**src/rtl/conv_param_fetch.sv**
```systemverilog
// conv_param_fetch: reads one filter's 9 int8 weights and its 32-bit bias from
// the parameter RAMs and hands them to the conv MAC as a single bundle.
//
// state | meaning
// ------+---------------------------------------------------------------
// IDLE  | waiting for a start request
// FETCH | stepping weight addresses base..base+8, capturing taps as data lands
// DRAIN | bias address presented; last weight re-captured, then bias captured
// HOLD  | bundle valid, held stable until params_ready
module conv_param_fetch #(
    parameter int NUM_FILTERS = 4,
    parameter int KERNEL_TAPS = 9
) (
    input  logic        clk,
    input  logic        rst_n,
    input  logic        start,
    input  logic [2:0]  filter_idx,
    output logic [5:0]  w_rd_addr,
    input  logic [7:0]  w_rd_data,
    output logic [3:0]  b_rd_addr,
    input  logic [31:0] b_rd_data,
    output logic        busy,
    output logic        params_valid,
    input  logic        params_ready,
    output logic [71:0] weights,
    output logic [31:0] bias,
    output logic [2:0]  filter_out,
    output logic        err
);

    typedef enum logic [1:0] {IDLE, FETCH, DRAIN, HOLD} state_t;

    localparam logic [3:0] NF       = 4'(NUM_FILTERS);
    localparam logic [5:0] TAPS     = 6'(KERNEL_TAPS);
    localparam logic [3:0] LAST_TAP = 4'(KERNEL_TAPS - 1);

    state_t     state, state_nxt;
    logic [3:0] tap;
    logic       drain_ph;
    logic       xfer, legal, open_win, accept, reject;
    logic [5:0] base;

    assign xfer     = params_valid && params_ready;
    assign legal    = {1'b0, filter_idx} < NF;
    // a new request is only considered when idle or in the cycle the bundle leaves
    assign open_win = (state == IDLE) || ((state == HOLD) && xfer);
    assign accept   = open_win && start && legal;
    assign reject   = open_win && start && !legal;
    assign base     = {3'b000, filter_idx} * TAPS;

    // state register
    always_ff @(posedge clk or negedge rst_n) begin
        if (!rst_n) state <= IDLE;
        else        state <= state_nxt;
    end

    // next-state logic
    always_comb begin
        state_nxt = state;
        case (state)
            IDLE:  if (accept) state_nxt = FETCH;
            FETCH: if (tap == LAST_TAP) state_nxt = DRAIN;
            DRAIN: if (drain_ph) state_nxt = HOLD;
            HOLD:  if (xfer) state_nxt = accept ? FETCH : IDLE;
            default: state_nxt = IDLE;
        endcase
    end

    // addresses, capture registers and status outputs
    always_ff @(posedge clk or negedge rst_n) begin
        if (!rst_n) begin
            w_rd_addr    <= '0;
            b_rd_addr    <= '0;
            busy         <= 1'b0;
            params_valid <= 1'b0;
            weights      <= '0;
            bias         <= '0;
            filter_out   <= '0;
            err          <= 1'b0;
            tap          <= '0;
            drain_ph     <= 1'b0;
        end else begin
            err <= reject;
            case (state)
                FETCH: begin
                    // the address presented last edge has its data on the bus now
                    weights[tap*8 +: 8] <= w_rd_data;
                    if (tap != LAST_TAP) begin
                        tap       <= tap + 4'd1;
                        w_rd_addr <= w_rd_addr + 6'd1;
                    end else begin
                        b_rd_addr <= {1'b0, filter_out};
                        drain_ph  <= 1'b0;
                    end
                end
                DRAIN: begin
                    // weight address is still on the last tap, so re-capturing is harmless
                    weights[LAST_TAP*8 +: 8] <= w_rd_data;
                    if (drain_ph) begin
                        bias         <= b_rd_data;
                        params_valid <= 1'b1;
                    end else begin
                        drain_ph <= 1'b1;
                    end
                end
                HOLD: begin
                    if (xfer) begin
                        params_valid <= 1'b0;
                        if (!accept) busy <= 1'b0;
                    end
                end
                default: ;
            endcase
            if (accept) begin
                filter_out <= filter_idx;
                busy       <= 1'b1;
                w_rd_addr  <= base;
                tap        <= '0;
            end
        end
    end

endmodule

```
**config.mk**
```make
export PLATFORM = sky130hd
export DESIGN_NAME = conv_param_fetch
export DESIGN_NICKNAME = d
export VERILOG_FILES = /design/src/rtl/conv_param_fetch.sv
export SDC_FILE = /design/constraint.sdc
export NUM_CORES = 1
export LEC_CHECK = 0
export CAP_MARGIN = 10
export CORE_MARGIN = 4
export CORE_UTILIZATION = 50
export CTS_BUF_LIST = sky130_fd_sc_hd__clkbuf_16
export CTS_CLUSTER_SIZE = 28
export DETAILED_ROUTE_END_ITERATION = 10
export HOLD_SLACK_MARGIN = 0.12
export PLACE_DENSITY = 0.86
export SYNTH_ARGS = -nofsm -noshare
export SYNTH_HDL_FRONTEND = slang
export SYNTH_SLANG_ARGS = --single-unit
export TNS_END_PERCENT = 30
```
**constraint.sdc**
```tcl
create_clock -name clk -period 3.4 [get_ports clk]
set_input_delay 1.02 -clock clk [delete_from_list [all_inputs] [get_ports clk]]
set_output_delay 1.02 -clock clk [all_outputs]
set_load 0.01 [all_outputs]
```
* After elaboration in Yosys (flattened, before gate mapping)
Cells that the tools add are included.
Operators by class: muxes and demuxes 21, equality and inequality tests 10, reduce and logical (&&, ||, !) cells 21, $mul 1, shifts and indexed selects 2, bitwise operators 1, $add $sub $neg 3, $lt $le $gt $ge 1
Operator list (count):
- bitwise mux 72 bit | 1
- variable shift 8 x 34 -> 72 bit, first input constant | 1
- variable part select 8 x 34 -> 72 bit | 1
- negation 7 -> 34 bit | 1
- 2-to-1 mux 6 bit | 3
- case mux 8 bit (2 select lines) | 1
- 2-to-1 mux 4 bit | 3
- nonzero test 2 bit | 6
- inequality test 2 bit, second input constant | 5
- AND reduction 2 bit | 5
- 2-to-1 mux 2 bit | 4
- case mux 2 bit (4 select lines) | 1
- adder 6 x 1 -> 6 bit, second input constant | 1
- multiplier 3 x 4 -> 6 bit, second input constant | 1
- 2-to-1 mux 1 bit | 6
- logical AND 1 bit | 5
- adder 4 x 1 -> 4 bit, second input constant | 1
- == test 2 bit, second input constant | 2
- == test 4 bit, second input constant | 1
- inequality test 4 bit, second input constant | 1
- case mux 1 bit (2 select lines) | 2
- AND reduction 4 bit | 1
- < comparator 3 bit, second input constant | 1
- AND reduction 3 bit | 1
- 5 further kinds | 5
Word-level totals: word-level logic and storage cells 72, flip-flop bits (word level) 126, input bits 47, output and inout port bits 120

* Longest topological paths before layout
depth in word-level cells 8, gate-level depth with buffers 9, depth with buffers taken out 6

* Least setup slack after synthesis
No wires, ideal clock.
path type register to register, start point reg tap[0], end point reg weights[65], setup time 0.125 ns, path buffers 2, cell stages (with the launch flop) 9, arrival 2.048 ns, slack 1.227 ns, cells stage by stage dfrtp_1 buf_2 inv_1 ha_1 clkbuf_1 nor3_1 nand3_1 a2bb2oi_4 mux2_2
On the way: cells in the longest elaborated chain, start to end 4
RTL lines:
- start, declared | line 38 | logic [3:0] tap;
- start signal, assigned | line 89 | tap <= tap + 4'd1;
- negation 7 -> 34 bit * | line 87 | weights[tap*8 +: 8] <= w_rd_data;
- variable part select 8 x 34 -> 72 bit / variable shift 8 x 34 -> 72 bit (equally long branches) | line 87
- bitwise mux 72 bit * | line 87
- case mux 8 bit (2 select lines) * | line 84 | case (state)
- end signal, assigned by index | line 87
- end signal, assigned by index | line 98 | weights[LAST_TAP*8 +: 8] <= w_rd_data;
- end, declared | line 25 | output logic [71:0] weights,
Every way passes the cells marked *; elsewhere a longest branch is shown, timed or not. A chain may end at the register's enable or synchronous reset.

* Worst setup path in the final report
start point reg tap[0], end point reg weights[32]
On the way: cells in the longest elaborated chain, start to end 3
RTL lines (line):
- negation 7 -> 34 bit * | 87
- variable part select 8 x 34 -> 72 bit / variable shift 8 x 34 -> 72 bit (equally long branches) | 87
- bitwise mux 72 bit * | 87
Marks and branches as above.

==> summary.md <==
| Metric | Value |
|---|---|
| H-tree depth | 4 |
| Vias in the first global route | approximately 4300 |
| Post-CTS Hold Buffers | 0 |
| Drt drc | 0 |
| GRT overflow | 0 |
| Tightest Pin Transition | 1022 ps |
| Post-synth EDFFs | 0 |
| Unique cell type count in the Yosys netlist | 44 |
| Clk Latency, worst-skew pair | 410 ps |
| Syn Area/Cell | 12.73 sq um |
| Mapped Area | 5259 sq um |
| Post-Route Skew | 9.101 ps |
| Async SR Flop Fraction | 100.0% |
| Worst path max stage delay | 620 ps |
| Syn. warnings | 0 |
| Top cells by area, synth | dfrtp_1 (60%), mux2_2 (11%), a22o_1 (5.5%) |
| Final setup fails | 0 |
| CTS buffer count | 17 |
| Post-synthesis sequential area ratio | 59.96% |
| # Post-CTS Setup Buffers | 0 |
| Final hold violations | 0 |
| Leak pwr | 3.411 nW |
| First-pass GRT wire length | 21760 um |
| Status | finished, final reports clean |
| Routed WL | 13320 um |
| Worst IR Drop VDD | between 500 and 600 uV |
| Antenna diodes | 0 |
| Largest net degree at the start of global routing | 60 |
| Type of the worst setup path | flip-flop to flip-flop |
| Number of DRC markers in iteration 0 | between 150 and 200 |
| RSZ-0062 raised after global routing | false |
| CTS max path bufs | 2 |
| Synthesized flop and latch total | 126 |
| Row cnt | 37 |
| Finished Core Util | roughly three quarters |
| Root Buffer | clkbuf_16 |
| Critical path peak fanout | 16 |
| Setup TNS | 0 ps |
| Drt wl/cell | 18.25 um |
| Worst-path clk slew | 60 ps |
| Pre-antenna DRT Iters | 4 |
| Fmax | 0.3813 GHz |
| Synth-to-layout area growth | 45.61% |
| Max Cap Viol | 0 |
| Chip width | approximately 110 um |
| Post-DRT Antenna Nets | 0 |
| Post-layout min period | 2622 ps |
| Gr usage total | 22.18% |
| Via density | 5.286 |
| Core area | 10280 sq um |
| Initial antenna violation count | 0 |
| Final #Nets | 639 |
| R2r setup slk | 780 ps |
| Worst Path Required | 3640 ps |
| Mapped Cells | ~410 |
| Die area | 12220 sq um |
| GPL Wtd Cong | 0.8264 |
| DP HPWL | 9374 um |
| CP Capture Type | flip-flop |
| Delay-heaviest family, CP | compound AO/OA/AOI/OAI gates |
| Critical path, cell by cell | inv_1, ha_1, nor3_1, o2111ai_1, nand2_1, o21ai_0 |
| Top Ports | about 170 |
| CP max stage cell | dfrtp_1 |
| Mapped Nets | 471 |
| Hold Path Class | flip-flop to flip-flop |
| Crit start category | flip-flop |
| Cells resized by post-CTS repair | 0 |
| Port bufs | ~170 |
| Die H | 110.6 um |
| Cell taking the most area after synthesis | dfrtp_1 |
| Buf/Inv on CP | 1 |
| CTS tree | done |
| Final period util | 77.13% |
| Clock sink total | between 100 and 150 |
| Power Density | 1033 nW/um^2 |
| Yosys top cell area share | between 50% and 60% |
| Layout cells sized above 1 | 15.82% |
| Via count | around 3900 |
| Max-slew violations | 0 |
| CP arrival | 2860 ps |
| Top FF cell, synth | dfrtp_1 |
| Fillcell total | approximately 670 |
| Slew headroom | 31.82% |
| Initial Util | 51.17% |
-- Yosys cell counts (all sizes together) (2+ instances only) --
library cell  instances
xor2                  3
nor2                 16
a22o                 33
a21oi                 7
buf                  17
mux2                 51
nor2b                 2
o21ai                17
nand2                55
clkbuf                2
inv                  15
nand3                 6
nor3b                 2
dfrtp               126
or2                   2
nor3                  7
nand4                 3
and2                  3
nand2b                2
ha                   11
xnor2                 6
mux2i                12
-- area by class of cell --
type / count / area [sq um] / area share (%)
clock buffer: 17 / 425.4 / 5.556
clock inverter: 15 / 219.0 / 2.859
inverter: 15 / 56.30 / 0.7353
multi-input combinational: 253 / 1949 / 25.46
sequential: 126 / 3153 / 41.18
tap: 136 / 170.2 / 2.222
timing repair buffer: 168 / 1684 / 21.99
-- logic make-up after synthesis --
family                     after synthesis  share of synthesized area [%]
AOI/OAI and AO/OA                       65                          9.422
xor gates and xnor gates                 9                          1.499
adders and majority gates               11                          2.617
buffers and inverters                   34                          2.974
DFF                                    126                          59.96
muxes                                   63                          13.20
other                                    1                        0.07131
and+or+nand+nor                        104                          10.25
-- registers in the layout, summed over array words and instances, names as in the netlist, 2 cells and up --
name        count
b_rd_addr       3
bias           32
filter_out      3
state           2
tap             4
w_rd_addr       6
weights        72
-- cell usage in the layout (no fill, tap or decap), types with 12 or more instances in the layout --
cell / count
a22o_1: 33
clkbuf_16: 17
clkdlybuf4s50_1: 164
dfrtp_1: 126
inv_1: 16
mux2_2: 51
mux2i_1: 12
nand2_1: 55
nor2_1: 15
o21ai_0: 17
-- metal layers --
layer / track usage (%) / vias to the layer above / share of wire (%)
met1: 25.86 / 1901 / 40
met5: 0 / - / 0
li1: - / 1783 / -
met2: 37.46 / 165 / 50
met3: 8.767 / 10 / 9.8
met4: 7.307 / 0 / 0.60
-- worst register-to-register path: stages (launching register included) --
cell,delay [ps]
dfrtp_1,620
inv_1,170
ha_1,450
nor3_1,330
o2111ai_1,560
nand2_1,210
o21ai_0,110
-- where the power goes --
| group | leakage (nW) | internal (mW) | switching [mW] |
|---|---|---|---|
| combinational | 1.61 | 1.92 | 1.39 |
| clock | 0.306 | 1.30 | 0.671 |
| sequential | 1.50 | 2.17 | 0.459 |
-- per-stage QoR --
| step | power, mW | hold WS (ps) | area [sq um] | setup slack (ps) | instances |
|---|---|---|---|---|---|
| 3_3_place_gp | 5.815 | 460.5 | 7013 | 821.7 | 698 |
| 2_1_floorplan | 4.236 | 508.4 | 5259 | 1227 | 413 |
| 6_report | 7.907 | 482.5 | 7657 | 777.6 | 730 |
| 3_5_place_dp | 5.950 | 470.8 | 7013 | 774.0 | 698 |
| 4_1_cts | 7.962 | 483.7 | 7657 | 770.6 | 730 |
| 5_1_grt | 8.334 | 506.6 | 7657 | 499.9 | 730 |
-- worst paths after layout --
path                                  start            to  cells after the start
worst min-delay path            weights[51]   weights[51]                      2
worst max-delay path                 tap[0]   weights[32]                      6
worst min register to register  weights[51]   weights[51]                      2
worst max register to register       tap[0]   weights[32]                      6
min in group asynchronous             rst_n  b_rd_addr[1]                      1
max in group asynchronous             rst_n   weights[30]                      2
Note: power is estimated with default switching activity, not from simulation.
